<file path="src/rtl/life_sequencer.sv">
// life_sequencer: generation scheduler for the 32x32 Game of Life grid.
// Paces grid updates to frame_start pulses (one generation every speed+1
// frames), provides run/pause/single-step/reload control and counts
// generations since the last seed load.
// Optional feature: define LIFE_STALL_DETECT_EN to auto-pause when the
// pattern becomes a still life or dies out (sticky 'stalled' flag).
module life_sequencer #(
  parameter int GRID_BITS = 1024,
  parameter int GEN_W     = 16
) (
  input  logic                 clk,
  input  logic                 reset,
  input  logic                 run,
  input  logic                 step,
  input  logic                 reload,
  input  logic [2:0]           speed,
  input  logic                 frame_start,
  input  logic [GRID_BITS-1:0] grid_pack,
  output logic                 gen_en,
  output logic                 grid_load,
  output logic [GEN_W-1:0]     gen_count,
  output logic                 running,
  output logic                 stalled
);

  // S_INIT exists only so grid_load can pulse on the first cycle after reset
  // while every output stays 0 during reset itself.
  typedef enum logic [2:0] {
    S_INIT,
    S_LOAD,
    S_PAUSED,
    S_RUN,
    S_STEP_WAIT,
    S_FIRE,
    S_CHECK
  } state_t;

  state_t     state, state_n;
  logic [2:0] fcnt, fcnt_n;
  logic       from_run, from_run_n;
  logic       rl_pend;
  logic       reload_eff;
  logic       stall_hit;
  logic       stall_q;

`ifdef LIFE_STALL_DETECT_EN
  logic [GRID_BITS-1:0] snap;

  // Capture the old generation while the grid is being updated.
  always_ff @(posedge clk) begin
    if (state == S_FIRE) snap <= grid_pack;
  end

  // In CHECK the grid holds the new generation: unchanged or empty means stall.
  always_comb begin
    stall_hit = (state == S_CHECK) && ((grid_pack == snap) || (grid_pack == '0));
  end

  // Sticky stall flag, cleared only by a seed load or reset.
  always_ff @(posedge clk) begin
    if (reset)                  stall_q <= 1'b0;
    else if (state_n == S_LOAD) stall_q <= 1'b0;
    else if (stall_hit)         stall_q <= 1'b1;
  end

  // Drive the stall output from the sticky register.
  always_comb stalled = stall_q;
`else
  logic grid_unused;
  assign grid_unused = ^grid_pack;

  // Stall detection compiled out: never stalls.
  always_comb begin
    stall_hit = 1'b0;
    stall_q   = 1'b0;
    stalled   = 1'b0;
  end
`endif

  // A reload held off during FIRE/CHECK is serviced like a fresh pulse.
  always_comb reload_eff = reload | rl_pend;

  // Next-state logic; priority reload > run=0 > step > frame_start.
  always_comb begin
    state_n    = state;
    fcnt_n     = fcnt;
    from_run_n = from_run;
    case (state)
      S_INIT: state_n = S_LOAD;
      S_LOAD: state_n = S_PAUSED;
      S_PAUSED: begin
        if (reload_eff)            state_n = S_LOAD;
        else if (step)             state_n = S_STEP_WAIT;
        else if (run && !stall_q) begin
          state_n = S_RUN;
          fcnt_n  = speed;
        end
      end
      S_RUN: begin
        if (reload_eff)        state_n = S_LOAD;
        else if (!run)         state_n = S_PAUSED;
        else if (frame_start) begin
          if (fcnt == 3'd0) begin
            state_n    = S_FIRE;
            fcnt_n     = speed;
            from_run_n = 1'b1;
          end else begin
            fcnt_n = fcnt - 3'd1;
          end
        end
      end
      S_STEP_WAIT: begin
        if (reload_eff)       state_n = S_LOAD;
        else if (frame_start) begin
          state_n    = S_FIRE;
          from_run_n = 1'b0;
        end
      end
      S_FIRE:  state_n = S_CHECK;
      S_CHECK: state_n = (from_run && run && !stall_hit && !stall_q) ? S_RUN : S_PAUSED;
      default: state_n = S_LOAD;
    endcase
  end

  // State, counters and registered outputs decoded from the next state.
  always_ff @(posedge clk) begin
    if (reset) begin
      state     <= S_INIT;
      fcnt      <= '0;
      from_run  <= 1'b0;
      rl_pend   <= 1'b0;
      gen_en    <= 1'b0;
      grid_load <= 1'b0;
      running   <= 1'b0;
      gen_count <= '0;
    end else begin
      state     <= state_n;
      fcnt      <= fcnt_n;
      from_run  <= from_run_n;
      gen_en    <= (state_n == S_FIRE);
      grid_load <= (state_n == S_LOAD);
      running   <= (state_n == S_RUN);
      if (state_n == S_LOAD) begin
        gen_count <= '0;
        rl_pend   <= 1'b0;
      end else begin
        if (state == S_FIRE) gen_count <= gen_count + GEN_W'(1);
        if (((state == S_FIRE) || (state == S_CHECK)) && reload) rl_pend <= 1'b1;
      end
    end
  end

endmodule

</file>
<file path="config.mk">
export PLATFORM = sky130hd
export DESIGN_NAME = life_sequencer
export DESIGN_NICKNAME = d
export VERILOG_FILES = /design/src/rtl/life_sequencer.sv
export SDC_FILE = /design/constraint.sdc
export NUM_CORES = 1
export LEC_CHECK = 0
export ABC_AREA = 1
export BUFFER_PORTS_ARGS = -buffer_cell sky130_fd_sc_hd__buf_4
export CAP_MARGIN = 20
export CELL_PAD_IN_SITES_DETAIL_PLACEMENT = 0
export CELL_PAD_IN_SITES_GLOBAL_PLACEMENT = 1
export CORE_AREA = 2 2 406 408
export CTS_BUF_LIST = sky130_fd_sc_hd__clkbuf_8
export DETAILED_ROUTE_END_ITERATION = 10
export DIE_AREA = 0 0 408 410
export PLACE_DENSITY = 0.44
export SYNTH_ARGS = -nofsm -noshare
export SYNTH_HDL_FRONTEND = slang
export SYNTH_SLANG_ARGS = --single-unit
</file>
<file path="constraint.sdc">
create_clock -name clk -period 1.86 [get_ports clk]
set_input_delay 0.093 -clock clk [delete_from_list [all_inputs] [get_ports clk]]
set_output_delay 0.093 -clock clk [all_outputs]
set_load 0.01 [all_outputs]
</file>
== Yosys cells after proc, flatten, opt, wreduce, memory -nomap -nowiden ==
Cells that the tools add are included.

* Add/subtract/negate cells: 2
* Equality and inequality tests: 18
* Muxes and demuxes: 26
* Bitwise logic cells: 1
* Reduce and logical (&&, ||, !) cells: 9

{| class="wikitable"
|+ Operator list
! cell !! number
|-
| two-way mux 3 bit || 16
|-
| inequality test 2 bit, second input constant || 9
|-
| one-hot mux 3 bit (6 select lines) || 1
|-
| adder 16 x 1 -> 16 bit, second input constant || 1
|-
| AND reduction 7 bit || 2
|-
| equality test 3 bit, second input constant || 4
|-
| equality test 3 x 2 -> 1 bit, second input constant || 3
|-
| two-way mux 1 bit || 7
|-
| equality test 3 x 1 -> 1 bit, second input constant || 2
|-
| one-hot mux 3 bit (2 select lines) || 1
|-
| nonzero test 2 bit || 2
|-
| logical NOT 3 bit || 1
|-
| subtractor 3 x 1 -> 3 bit, second input constant || 1
|-
| logical AND 1 bit || 2
|-
| one-hot mux 1 bit (2 select lines) || 1
|-
| OR reduction 2 bit || 1
|-
| logical OR 1 bit || 1
|-
| bitwise OR 1 bit || 1
|}

* Bits in registers: 27
* Output and inout bits: 20

== Logic depth before layout (Yosys ltp) ==
Gate-level depths: netlist of the first run.

* Depth in word-level cells: 8
* Depth in mapped cells: 12

== Least setup slack after synthesis of the first run ==
No wires, ideal clock.

* Kind: reg2reg
* Start: reg fcnt[0]
* End: reg gen_count[8]
* Setup time: 116 ps
* Arrival: 1,311 ps
* Required time: 1,744 ps
* Slack: 433 ps
* Cell stages (with the launch flop): 12
* Path buffers: 1
* Cell sequence: dfxtp_1 inv_1 ha_1 nand3_1 nand2_1 inv_1 nor2_1 nor2_1 nand3_2 nand2_2 buf_6 nor2_1

* Cells in the longest elaborated chain, start to end: 8

{| class="wikitable"
|+ RTL lines
! what !! RTL line !! text
|-
| start, declared || 39 || <nowiki>logic [2:0] fcnt, fcnt_n;</nowiki>
|-
| start signal, assigned || 138 || <nowiki>fcnt <= fcnt_n;</nowiki>
|-
| logical NOT 3 bit || 103 || <nowiki>if (fcnt == 3'd0) begin</nowiki>
|-
| two-way mux 3 bit || 103 ||
|-
| two-way mux 3 bit || 102 || <nowiki>else if (frame_start) begin</nowiki>
|-
| two-way mux 3 bit || 101 || <nowiki>else if (!run) state_n = S_PAUSED;</nowiki>
|-
| two-way mux 3 bit || 100 || <nowiki>if (reload_eff) state_n = S_LOAD;</nowiki>
|-
| one-hot mux 3 bit (6 select lines) || 88 || <nowiki>case (state)</nowiki>
|-
| equality test 3 x 1 -> 1 bit || 143 || <nowiki>if (state_n == S_LOAD) begin</nowiki>
|-
| OR reduction 2 bit (no line) || n/a ||
|-
| end signal, assigned || 147 || <nowiki>if (state == S_FIRE) gen_count <= gen_count + GEN_W'(1);</nowiki>
|-
| end, declared || 21 || <nowiki>output logic [GEN_W-1:0] gen_count,</nowiki>
|}

No other way between the ends.
A chain may end at the register's enable or synchronous reset.

== Final worst setup path of the first run ==
* Start: reg state[1]
* End: reg gen_count[5]

* Cells in the longest elaborated chain, start to end: 7
* Elaborated cells between the ends (all ways): 18

{| class="wikitable"
|+ RTL lines
! what !! RTL line !! text
|-
| start, declared || 38 || <nowiki>state_t state, state_n;</nowiki>
|-
| start signal, assigned || 137 || <nowiki>state <= state_n;</nowiki>
|-
| two-way mux 3 bit || 103 ||
|-
| two-way mux 3 bit || 102 ||
|-
| two-way mux 3 bit || 101 ||
|-
| two-way mux 3 bit || 100 ||
|-
| one-hot mux 3 bit (6 select lines) || 88 ||
|-
| equality test 3 x 1 -> 1 bit || 143 ||
|-
| OR reduction 2 bit (no line) || n/a ||
|}

Several ways; a longest one is shown, not always the timed one.

==> results of run 1 <==
-- how the worst max path moves through the flow --
stage / end / cells after the start / from
after floorplan: gen_count[8]$_SDFFE_PP0N_ / 11 / fcnt[0]$_SDFFE_PP0P_
after global placement: gen_count[9]$_SDFFE_PP0N_ / 10 / state[0]$_SDFF_PP0_
after detailed placement: gen_count[12]$_SDFFE_PP0N_ / 10 / state[0]$_SDFF_PP0_
after CTS: gen_count[5]$_SDFFE_PP0N_ / 10 / state[0]$_SDFF_PP0_
after global routing: gen_count[5]$_SDFFE_PP0N_ / 10 / state[0]$_SDFF_PP0_
final: gen_count[5]$_SDFFE_PP0N_ / 9 / state[1]$_SDFF_PP0_
-- worst register-to-register path, stage by stage (launching register included) --
cell,delay (ps)
sky130_fd_sc_hd__dfxtp_1,510
sky130_fd_sc_hd__nor2_1,160
sky130_fd_sc_hd__o21ai_0,170
sky130_fd_sc_hd__nand2_1,70
sky130_fd_sc_hd__nor2_1,110
sky130_fd_sc_hd__nand2_1,110
sky130_fd_sc_hd__nand3_2,90
sky130_fd_sc_hd__nand2_2,60
sky130_fd_sc_hd__buf_12,150
sky130_fd_sc_hd__nor2_1,130
-- cells in the mapped netlist, drive strengths merged --
| master | count | share of area (%) |
|---|---|---|
| a21oi | 8 | 2.6 |
| buf | 5 | 2.3 |
| clkbuf | 1 | 0.25 |
| conb | 1 | 0.25 |
| dfxtp | 27 | 36 |
| ha | 3 | 2.5 |
| inv | 32 | 7.9 |
| nand2 | 59 | 15 |
| nand3 | 14 | 5.3 |
| nand3b | 1 | 0.49 |
| nand4 | 5 | 2.1 |
| nor2 | 54 | 14 |
| nor3 | 3 | 1.7 |
| o211ai | 1 | 0.49 |
| o21ai | 9 | 3.0 |
| o21bai | 1 | 0.49 |
| xnor2 | 4 | 2.3 |
| xor2 | 7 | 4.0 |
-- through the flow --
| step | cell area [um^2] | setup slack (ps) |
|---|---|---|
| after floorplan | 1519 | 433.1 |
| after global placement | 4494 | 193.8 |
| after detailed placement | 4494 | 232.7 |
| after CTS | 4553 | 210.3 |
| after global routing | 4558 | 24.49 |
| final | 4558 | 242.2 |
-- flip-flops by register name (all words and copies together), names as in the netlist --
signal	flops
gen_count	16
from_run	1
grid_load	1
running	1
state	3
rl_pend	1
gen_en	1
fcnt	3
-- routing by layer --
layer / up-vias / global-route usage (%) / part of all wire, %
met5: - / 0 / 0
met4: 0 / 0.1149 / 0.53
met3: 5 / 1.383 / 25
met2: 40 / 0.7874 / 26
met1: 629 / 1.167 / 49
li1: 794 / - / -
-- layout make-up --
cell class,instances,share of cell area (%)
Multi-Input combinational cell,170,17.98
Timing Repair Buffer,36,6.259
Tap cell,2189,60.09
Inverter,32,2.635
Clock inverter,1,0.1647
Clock buffer,3,0.9058
Sequential cell,27,11.86
Antenna cell,2,0.1098
-- cells by family after synthesis --
logic type / count (synthesis) / synth area share [%]
and+or+nand+nor: 136 / 38.30
buffers and inverters: 38 / 10.46
DFF: 27 / 35.58
AOI/OAI and AO/OA: 19 / 6.590
xor gates and xnor gates: 11 / 6.343
adders and majority gates: 3 / 2.471
other: 1 / 0.2469
-- report_power, final --
part           leakage, uW  internal (uW)  switching (uW)
clock            0.0000217            155             272
combinational     0.000581           82.3             137
sequential        0.000219            598            18.5
==> qor.csv, run 1 <==
metric,value,unit
status,"finished, final reports clean",
fin_total_pwr,1262,uW
final_antenna_net_count,0,
cts_tree,built,
setup_viol,0,
first_iter_violations,44,
fraction_of_final_layout_cells_with_drive_strength_greater_than_1,17.10,%
worstHoldPathType,primary input to flip-flop,
crit-reg2reg-launch,state[1]$_SDFF_PP0_,
multiInputGateArea,819.5,um^2
gr-total-overflow,0,
post-route-drc-count,0,
start_kind,flip-flop,
crit_fanout,17,
die_h,410,um
layout.area.seq,540.5,um^2
cpMaxStageDelayCell,sky130_fd_sc_hd__dfxtp_1,
leakagePower,0.0008218,uW
mostFrequentLayoutCells,"58 x sky130_fd_sc_hd__nand2_1, 52 x sky130_fd_sc_hd__nor2_1, 34 x sky130_fd_sc_hd__buf_4",
fp.dieW,408,um
gpl.final_weighted_congestion,0.6517,
final_routed_wire_length_divided_by_cell_count,2.942,um
post_synthesis_cell_count,235,
syn-cell-area,1519,um^2
layout.filler_cells,19577,
worst_setup_hold_path_clk_slew,120,ps
crit_buf_inv,1,
r2r_slack,240,ps
hold_depth,5,
first_global_vias,1369,
cts_buffers,3,
cts-root-buf,sky130_fd_sc_hd__clkbuf_8,
crit_path_cell_trace,"nor2_1, o21ai_0, nand2_1, nor2_1, nand2_1, nand3_2, nand2_2, buf_12, nor2_1",
totalNegativeSetupSlack,0,ps
max_freq,618.1,MHz
clockBufferDepth,2,
cp.required,2140,ps
half_perimeter_wire_length_after_placement,6.269,mm
fin_util,2.788,%
vias,1468,
cts_setup_buffers,0,
dp_cells,2453,
grt_setup_unrepaired,no,
initial_cell_density_of_the_core,0.9290,%
ys.warnings.count,0,
pin_count,1053,
syn_avg_cell_area,6.464,um^2
rows,149,
area_growth_syn_to_layout,200.1,%
hold_viol,0,
fp.dieArea,167300,um^2
irDropWorstVdd,0.2163,mV
worst_setup_path_end_kind,flip-flop,
seq_cells_post_synth,27,
number_of_port_buffers,27,
whs_endpoint,fcnt[1]$_SDFFE_PP0P_,
layout_commonest_cell,sky130_fd_sc_hd__nand2_1,
timing.max_cap.violations,0,
final.period_utilization,86.98,%
layout.cells.non_filler,2460,
grt_start_max_net_pins,18,
critPathMaxStageDelay,510,ps
worst_r2r_endpoint,gen_count[5]$_SDFFE_PP0N_,
cts_hold_repair.buffers,1,
design.core.area,163500,um^2
grt_pass1_wl,10.05,mm
cp_common_cell,sky130_fd_sc_hd__nor2_1,
critPathTopFamily,simple AND/OR/NAND/NOR gates,
finish.net_count,1306,
detailedRoute.firstPassIterationCount,4,
number_of_nets_in_the_synthesized_netlist,1271,
data_arrival_time_of_the_critical_path,1900,ps
clk-insertion-delay-late,330,ps
clock-sinks,27,
ctsResizeCount,0,
grtUsageTotal,0.9395,%
antenna_found_initial,2,
htreeDepth,1,
sequential_share_of_the_synthesized_area,35.58,%
timing.clock.skew,7.417,ps
timing.reg2reg.worst_path_depth,9,
cellPowerDensity,276.9,nW/um^2
ys_types,27,
drt_wl_total,7.237,mm
hold_start,speed[1],
avgViaCountPerCell,0.5967,
fin_crit,1618,ps
fin_worst_hold_slack,120.9,ps
timing_worst_setup_path_type,flip-flop to flip-flop,
final_max_slew_viol_count,0,
(Power assumes the default switching activity.)
==> run 2: changes to the inputs <==
==> config.mk (replaced) <==
export PLATFORM = sky130hd
export DESIGN_NAME = life_sequencer
export DESIGN_NICKNAME = d
export VERILOG_FILES = /design/src/rtl/life_sequencer.sv
export SDC_FILE = /design/constraint.sdc
export NUM_CORES = 1
export LEC_CHECK = 0
export BUFFER_PORTS_ARGS = -buffer_cell sky130_fd_sc_hd__buf_4
export CAP_MARGIN = 20
export CELL_PAD_IN_SITES_DETAIL_PLACEMENT = 0
export CELL_PAD_IN_SITES_GLOBAL_PLACEMENT = 1
export CORE_AREA = 2 2 413 415
export CTS_BUF_LIST = sky130_fd_sc_hd__clkbuf_8
export DETAILED_ROUTE_END_ITERATION = 10
export DIE_AREA = 0 0 415 417
export PLACE_DENSITY = 0.43
export SYNTH_ARGS = -nofsm -noshare
export SYNTH_HDL_FRONTEND = slang
export SYNTH_SLANG_ARGS = --single-unit
==> run 2 against run 1 <==
Against the previous run:
- die area rose by 3.5%
- routed wire length rose by 1.3%
- clock-buffer cell count did not move
==> qor.csv, run 2 <==
metric,value,unit
finish.net_count,1252,
avgViaCountPerCell,0.5501,
fin_total_pwr,1199,uW
drt_wl_total,7.328,mm
vias,1339,
antenna_found_initial,1,
max_freq,572.9,MHz
pin_count,1053,
final.period_utilization,93.84,%
sequential_share_of_the_synthesized_area,38.54,%
half_perimeter_wire_length_after_placement,6.244,mm
timing.clock.skew,15.96,ps
totalNegativeSetupSlack,0,ps
registers.top_by_ff_count,gen_count,
syn_avg_cell_area,8.605,um^2
design.core.area,168500,um^2
mostFrequentLayoutCells,"51 x sky130_fd_sc_hd__buf_4, 25 x sky130_fd_sc_hd__dfxtp_1, 17 x sky130_fd_sc_hd__nor2_1",
clockBufferDepth,2,
timing_worst_setup_path_type,flip-flop to flip-flop,
leakagePower,0.0007955,uW
fraction_of_final_layout_cells_with_drive_strength_greater_than_1,30.23,%
status,"finished, final reports clean",
fp.dieW,415,um
fp.dieArea,173100,um^2
synthTopCellsByCount,"27 x sky130_fd_sc_hd__dfxtp_1, 17 x sky130_fd_sc_hd__nor2_1, 10 x sky130_fd_sc_hd__nand2_1",
syn-cell-area,1403,um^2
worst_setup_path_end_kind,flip-flop,
grtUsageTotal,0.9026,%
cts_tree,built,
start_kind,flip-flop,
reg_top3,"gen_count (16), fcnt (3), state (3)",
post_synth_main_area_contributors,"sky130_fd_sc_hd__dfxtp_1 39%, sky130_fd_sc_hd__nor2_1 4.5%, sky130_fd_sc_hd__xnor2_1 4.4%",
gpl.final_weighted_congestion,0.6209,
final_routed_wire_length_divided_by_cell_count,3.011,um
layout_commonest_cell,sky130_fd_sc_hd__buf_4,
initial_cell_density_of_the_core,0.8323,%
clk-insertion-delay-late,340,ps
post_synthesis_cell_count,163,
htreeDepth,1,
largest_reg_flops,16,
ys.warnings.count,0,
cellPowerDensity,256.8,nW/um^2
cell_with_the_most_instances_after_synthesis,sky130_fd_sc_hd__dfxtp_1,
grt_pass1_wl,9.929,mm
cts-root-buf,sky130_fd_sc_hd__clkbuf_8,
crit_fanout,2,
final_antenna_net_count,0,
timing.max_cap.violations,0,
number_of_port_buffers,27,
cts_setup_buffers,0,
number_of_nets_in_the_synthesized_netlist,1199,
ys_types,45,
final_max_slew_viol_count,0,
clock-sinks,27,
worstHoldPathType,primary input to flip-flop,
rows,151,
dominantRegCellSynth,sky130_fd_sc_hd__dfxtp_1,
area_growth_syn_to_layout,232.8,%
synth_top_area_share,38.54,%
worst_setup_hold_path_clk_slew,120,ps
grt_setup_unrepaired,no,
cp.required,2140,ps
layout.filler_cells,20175,
count_of_flip_flops_with_a_built_in_enable_after_synthesis,0,
detailedRoute.firstPassIterationCount,4,
cts_buffers,3,
irDropWorstVdd,0.1793,mV
seq_cells_post_synth,27,
fin_crit,1745,ps
grt_start_max_net_pins,17,
hold_viol,0,
setup_viol,0,
die_h,417,um
post-route-drc-count,0,
post-synth-top-area-cell,sky130_fd_sc_hd__dfxtp_1,
first_global_vias,1294,
synth_async_sr_flop_share,0,%
data_arrival_time_of_the_critical_path,2030,ps
gr-total-overflow,0,
first_iter_violations,42,
run 2: cell types whose count changed in the layout (fill, tap and decap cells not counted), moves of 6 or more:
cell and delta:
sky130_fd_sc_hd__inv_1 -26, sky130_fd_sc_hd__nand3_1 -6, sky130_fd_sc_hd__nand2_1 -48, sky130_fd_sc_hd__buf_4 +17
sky130_fd_sc_hd__nor2_1 -35
run 2: routing by layer:
metal | vias up | wire, um | GRT usage, % | part of all wire [%]
li1 | 692 | - | - | -
met1 | 631 | 1862 | 0.5766 | 25
met2 | 8 | 4747 | 1.837 | 65
met3 | 8 | 57 | 0.07773 | 0.78
met4 | 0 | 660 | 1.342 | 9.0
met5 | - | 0 | 0 | 0
run 2: critical path, cell delays in order, from the launching register on:
cell	delay, ps
sky130_fd_sc_hd__dfxtp_1	360
sky130_fd_sc_hd__ha_1	200
sky130_fd_sc_hd__buf_12	120
sky130_fd_sc_hd__and4b_1	240
sky130_fd_sc_hd__buf_12	130
sky130_fd_sc_hd__nand2_1	80
sky130_fd_sc_hd__or4_1	400
sky130_fd_sc_hd__a21oi_1	140
run 2: timing repair:
action / in CTS / in global routing
resized for setup: 0 / 3
endpoints found under the hold margin: 5 / 0
pin swaps: 1 / 0
hold buffers: 3 / 0
setup endpoints to repair: 2 / 3
run 2: cell families (layout without fill, tap and decap cells):
kind of cell	Yosys count	in the layout	synth area share, %
buffers and inverters	14	66	4.282
flip-flops	27	27	38.54
adder cells (fa/ha/maj)	4	4	3.390
AO/OA/AOI/OAI	27	27	13.29
multiplexers	3	3	2.319
AND/OR/NAND/NOR	75	75	30.42
other	1	2	0.2674
XOR/XNOR	12	12	7.493
run 2: path summary, 6_finish.rpt:
kind	start	end	cells after the start	slack [ps]
max	gen_count[0]$_SDFFE_PP0N_	gen_count[14]$_SDFFE_PP0N_	7	110
min	speed[2]	fcnt[2]$_SDFFE_PP0P_	3	110
max reg2reg	gen_count[0]$_SDFFE_PP0N_	gen_count[14]$_SDFFE_PP0N_	7	110
min reg2reg	fcnt[0]$_SDFFE_PP0P_	fcnt[0]$_SDFFE_PP0P_	2	490
run 2: area by class of cell:
| type | instances | area, um^2 | share of cell area [%] |
|---|---|---|---|
| well taps | 2218 | 2775 | 59.45 |
| diodes | 1 | 2.502 | 0.05360 |
| clock buffers | 3 | 41.29 | 0.8845 |
| flip-flops and latches | 27 | 543.0 | 11.63 |
| repair buffers | 57 | 473.0 | 10.13 |
| clock inverters | 1 | 7.507 | 0.1608 |
| multi-input cells | 122 | 807.0 | 17.29 |
| inverters | 5 | 18.77 | 0.4020 |
run 2: per-stage QoR:
stage | util (%) | worst slack [ps] | hold slack [ps] | cell area [um^2] | instances
floorplan | - | 77.03 | 245.9 | 1403 | 163
global placement | 2.717 | 23.74 | 354.6 | 4579 | 2426
detailed placement | 2.717 | 7.965 | 354.8 | 4579 | 2426
CTS | 2.764 | 7.696 | 56.37 | 4658 | 2433
global route | 2.770 | 2.913 | 95.00 | 4668 | 2434
finish | 2.770 | 114.5 | 110.3 | 4668 | 2434
run 2: power by group:
part	leakage [uW]	switching (uW)	internal [uW]
logic	0.000555	95.8	83.0
clock network	0.0000217	262	154
registers	0.000219	11.1	592
total	0.000796	369	830
==> run 3: changes to the inputs <==
--- a/config.mk
+++ b/config.mk
@@ -13,7 +13,7 @@
 export CTS_BUF_LIST = sky130_fd_sc_hd__clkbuf_8
 export DETAILED_ROUTE_END_ITERATION = 10
 export DIE_AREA = 0 0 415 417
-export PLACE_DENSITY = 0.43
+export PLACE_DENSITY_LB_ADDON = 0.08
 export SYNTH_ARGS = -nofsm -noshare
 export SYNTH_HDL_FRONTEND = slang
 export SYNTH_SLANG_ARGS = --single-unit
==> run 3 against run 2 <==
Against the previous run:
- clock skew up 2.3 ps
- total power up 4.1%
- sequential share of layout area about the same
- die area unchanged
- critical path depth down 1
- worst setup slack better by 1.1 ps
- hold slack worse by 73 ps
- combinational power up 11%
- first-iteration DRC count up 24%
- via count up 3.0%
==> qor.csv, run 3 (same netlist as run 2, synthesis figures left out) <==
metric,value,unit
status,"finished, final reports clean",
layout.cells.non_filler,2434,
fraction_of_final_layout_cells_with_drive_strength_greater_than_1,31.16,%
die_h,417,um
clock-sinks,27,
sw_frac_of_total,33.36,%
fp.dieW,415,um
cts_tree,built,
fin_crit,1744,ps
layout.area.seq,543.0,um^2
totalNegativeSetupSlack,0,ps
pin_count,1053,
place_worst_setup_slack,56.00,ps
final_max_slew_viol_count,0,
cpMaxStageDelayCell,sky130_fd_sc_hd__dfxtp_1,
rows,151,
clkPwrFrac,35.4,%
cts_setup_buffers,0,
worstHoldPathType,primary input to flip-flop,
timing.clock.skew,18.23,ps
worst_slew_pin_tran,492.7,ps
post_dp_cell_area,4602,um^2
critPathMaxStageDelay,380,ps
clk-insertion-delay-late,330,ps
cts_buffers,3,
setup_viol,0,
grt_start_max_net_pins,17,
reg_top3,"gen_count (16), fcnt (3), state (3)",
worst_setup_hold_path_clk_slew,120,ps
initial_cell_density_of_the_core,0.8323,%
drt_wl_total,10.57,mm
grt_pass1_wl,13.94,mm
design.core.area,168500,um^2
half_perimeter_wire_length_after_placement,8.832,mm
net_switching_component_of_the_power,416.2,uW
irDropWorstVdd,0.2433,mV
multiInputGateArea,808.3,um^2
final_routed_wire_length_divided_by_cell_count,4.342,um
largest_reg_flops,16,
final.period_utilization,93.78,%
layout_commonest_cell,sky130_fd_sc_hd__buf_4,
cts_hold_repair.buffers,0,
seq_power_share,48.7,%
p_int,831.6,uW
final.setup.worst_slack,115.6,ps
first_iter_violations,52,
fin_util,2.764,%
max_slew_margin,66.81,%
vias,1379,
area_growth_syn_to_layout,232.1,%
grtUsageTotal,1.264,%
crit_path_cell_trace,"inv_1, ha_1, and3b_1, a311o_1, o21ai_0, and3_1",
crit_fanout,3,
post-route-drc-count,0,
finish.net_count,1252,
start_kind,flip-flop,
gpl.final_weighted_congestion,0.5441,
htreeDepth,1,
dp_cells,2429,
power_frac_comb,16.0,%
worst_setup_path_end_kind,flip-flop,
detailedRoute.firstPassIterationCount,4,
avgViaCountPerCell,0.5666,
timing_worst_setup_path_type,flip-flop to flip-flop,
finalInstanceArea,4658,um^2
final_antenna_net_count,0,
registers.top_by_ff_count,gen_count,
first_global_vias,1483,
gr-total-overflow,0,
timing.max_cap.violations,0,
data_arrival_time_of_the_critical_path,2010,ps
clockBufferDepth,2,
mostFrequentLayoutCells,"54 x sky130_fd_sc_hd__buf_4, 25 x sky130_fd_sc_hd__dfxtp_1, 17 x sky130_fd_sc_hd__nor2_1",
number_of_port_buffers,27,
fp.dieArea,173100,um^2
hold_viol,0,
antenna_found_initial,1,
layout.filler_cells,20176,
grt_setup_unrepaired,no,
cellPowerDensity,267.9,nW/um^2
max_freq,573.3,MHz
cp.required,2130,ps
leakagePower,0.0008062,uW
cts-root-buf,sky130_fd_sc_hd__clkbuf_8,
==> run 3: cell type report <==
cell class,count,area share [%]
Sequential cell,27,11.66
Clock inverter,1,0.08058
Antenna cell,1,0.05372
Inverter,5,0.4029
Clock buffer,3,0.8864
Timing Repair Buffer,57,9.992
Multi-Input combinational cell,122,17.35
Tap cell,2218,59.58
==> run 3: power by group through the flow <==
| stage | sequential [uW] | combinational [uW] | clock, uW |
|---|---|---|---|
| final | 607 | 199 | 441 |
| after global routing | 612 | 220 | 520 |
| after CTS | 610 | 212 | 522 |
| after detailed placement | 622 | 212 | 0 |
| after global placement | 622 | 219 | 0 |
| after floorplan | 612 | 93.3 | 0 |
==> run 3: worst paths after layout <==
| path | start | end | slack [ps] | cells after the start |
|---|---|---|---|---|
| worst max-delay path | fcnt[0]$_SDFFE_PP0P_ | running$_SDFF_PP0_ | 120 | 6 |
| worst min-delay path | reset | fcnt[0]$_SDFFE_PP0P_ | 40 | 2 |
| worst max register to register | fcnt[0]$_SDFFE_PP0P_ | running$_SDFF_PP0_ | 120 | 6 |
| worst min register to register | fcnt[0]$_SDFFE_PP0P_ | fcnt[0]$_SDFFE_PP0P_ | 500 | 2 |
==> run 3: metrics by stage <==
| step | hold WS (ps) | power (uW) |
|---|---|---|
| finish | 37.01 | 1248 |
| global route | 26.44 | 1352 |
| CTS | 15.65 | 1345 |
| detailed placement | 419.2 | 834.2 |
| global placement | 402.6 | 840.9 |
| floorplan | 245.9 | 705.7 |
==> run 3: metal layers <==
| metal | global-route usage (%) | share of wire [%] | vias up |
|---|---|---|---|
| met5 | 0 | 0 | - |
| met4 | 0.5011 | 1.7 | 0 |
| met3 | 0.4849 | 4.4 | 5 |
| met2 | 2.429 | 57 | 12 |
| met1 | 1.193 | 37 | 672 |
| li1 | - | - | 690 |
==> run 3: worst max-delay path, delay by kind of cell, from the launching register on <==
kind,cells,cell delay [ps]
flip-flops,1,380
AO/OA/AOI/OAI,2,560
buffers and inverters,1,70
adder cells (fa/ha/maj),1,220
AND/OR/NAND/NOR,2,470
==> run 3: timing repair <==
item,4_1_cts,5_1_grt
gates resized for setup,0,3
endpoints found under the hold margin,0,0
endpoints found under the setup margin,0,2
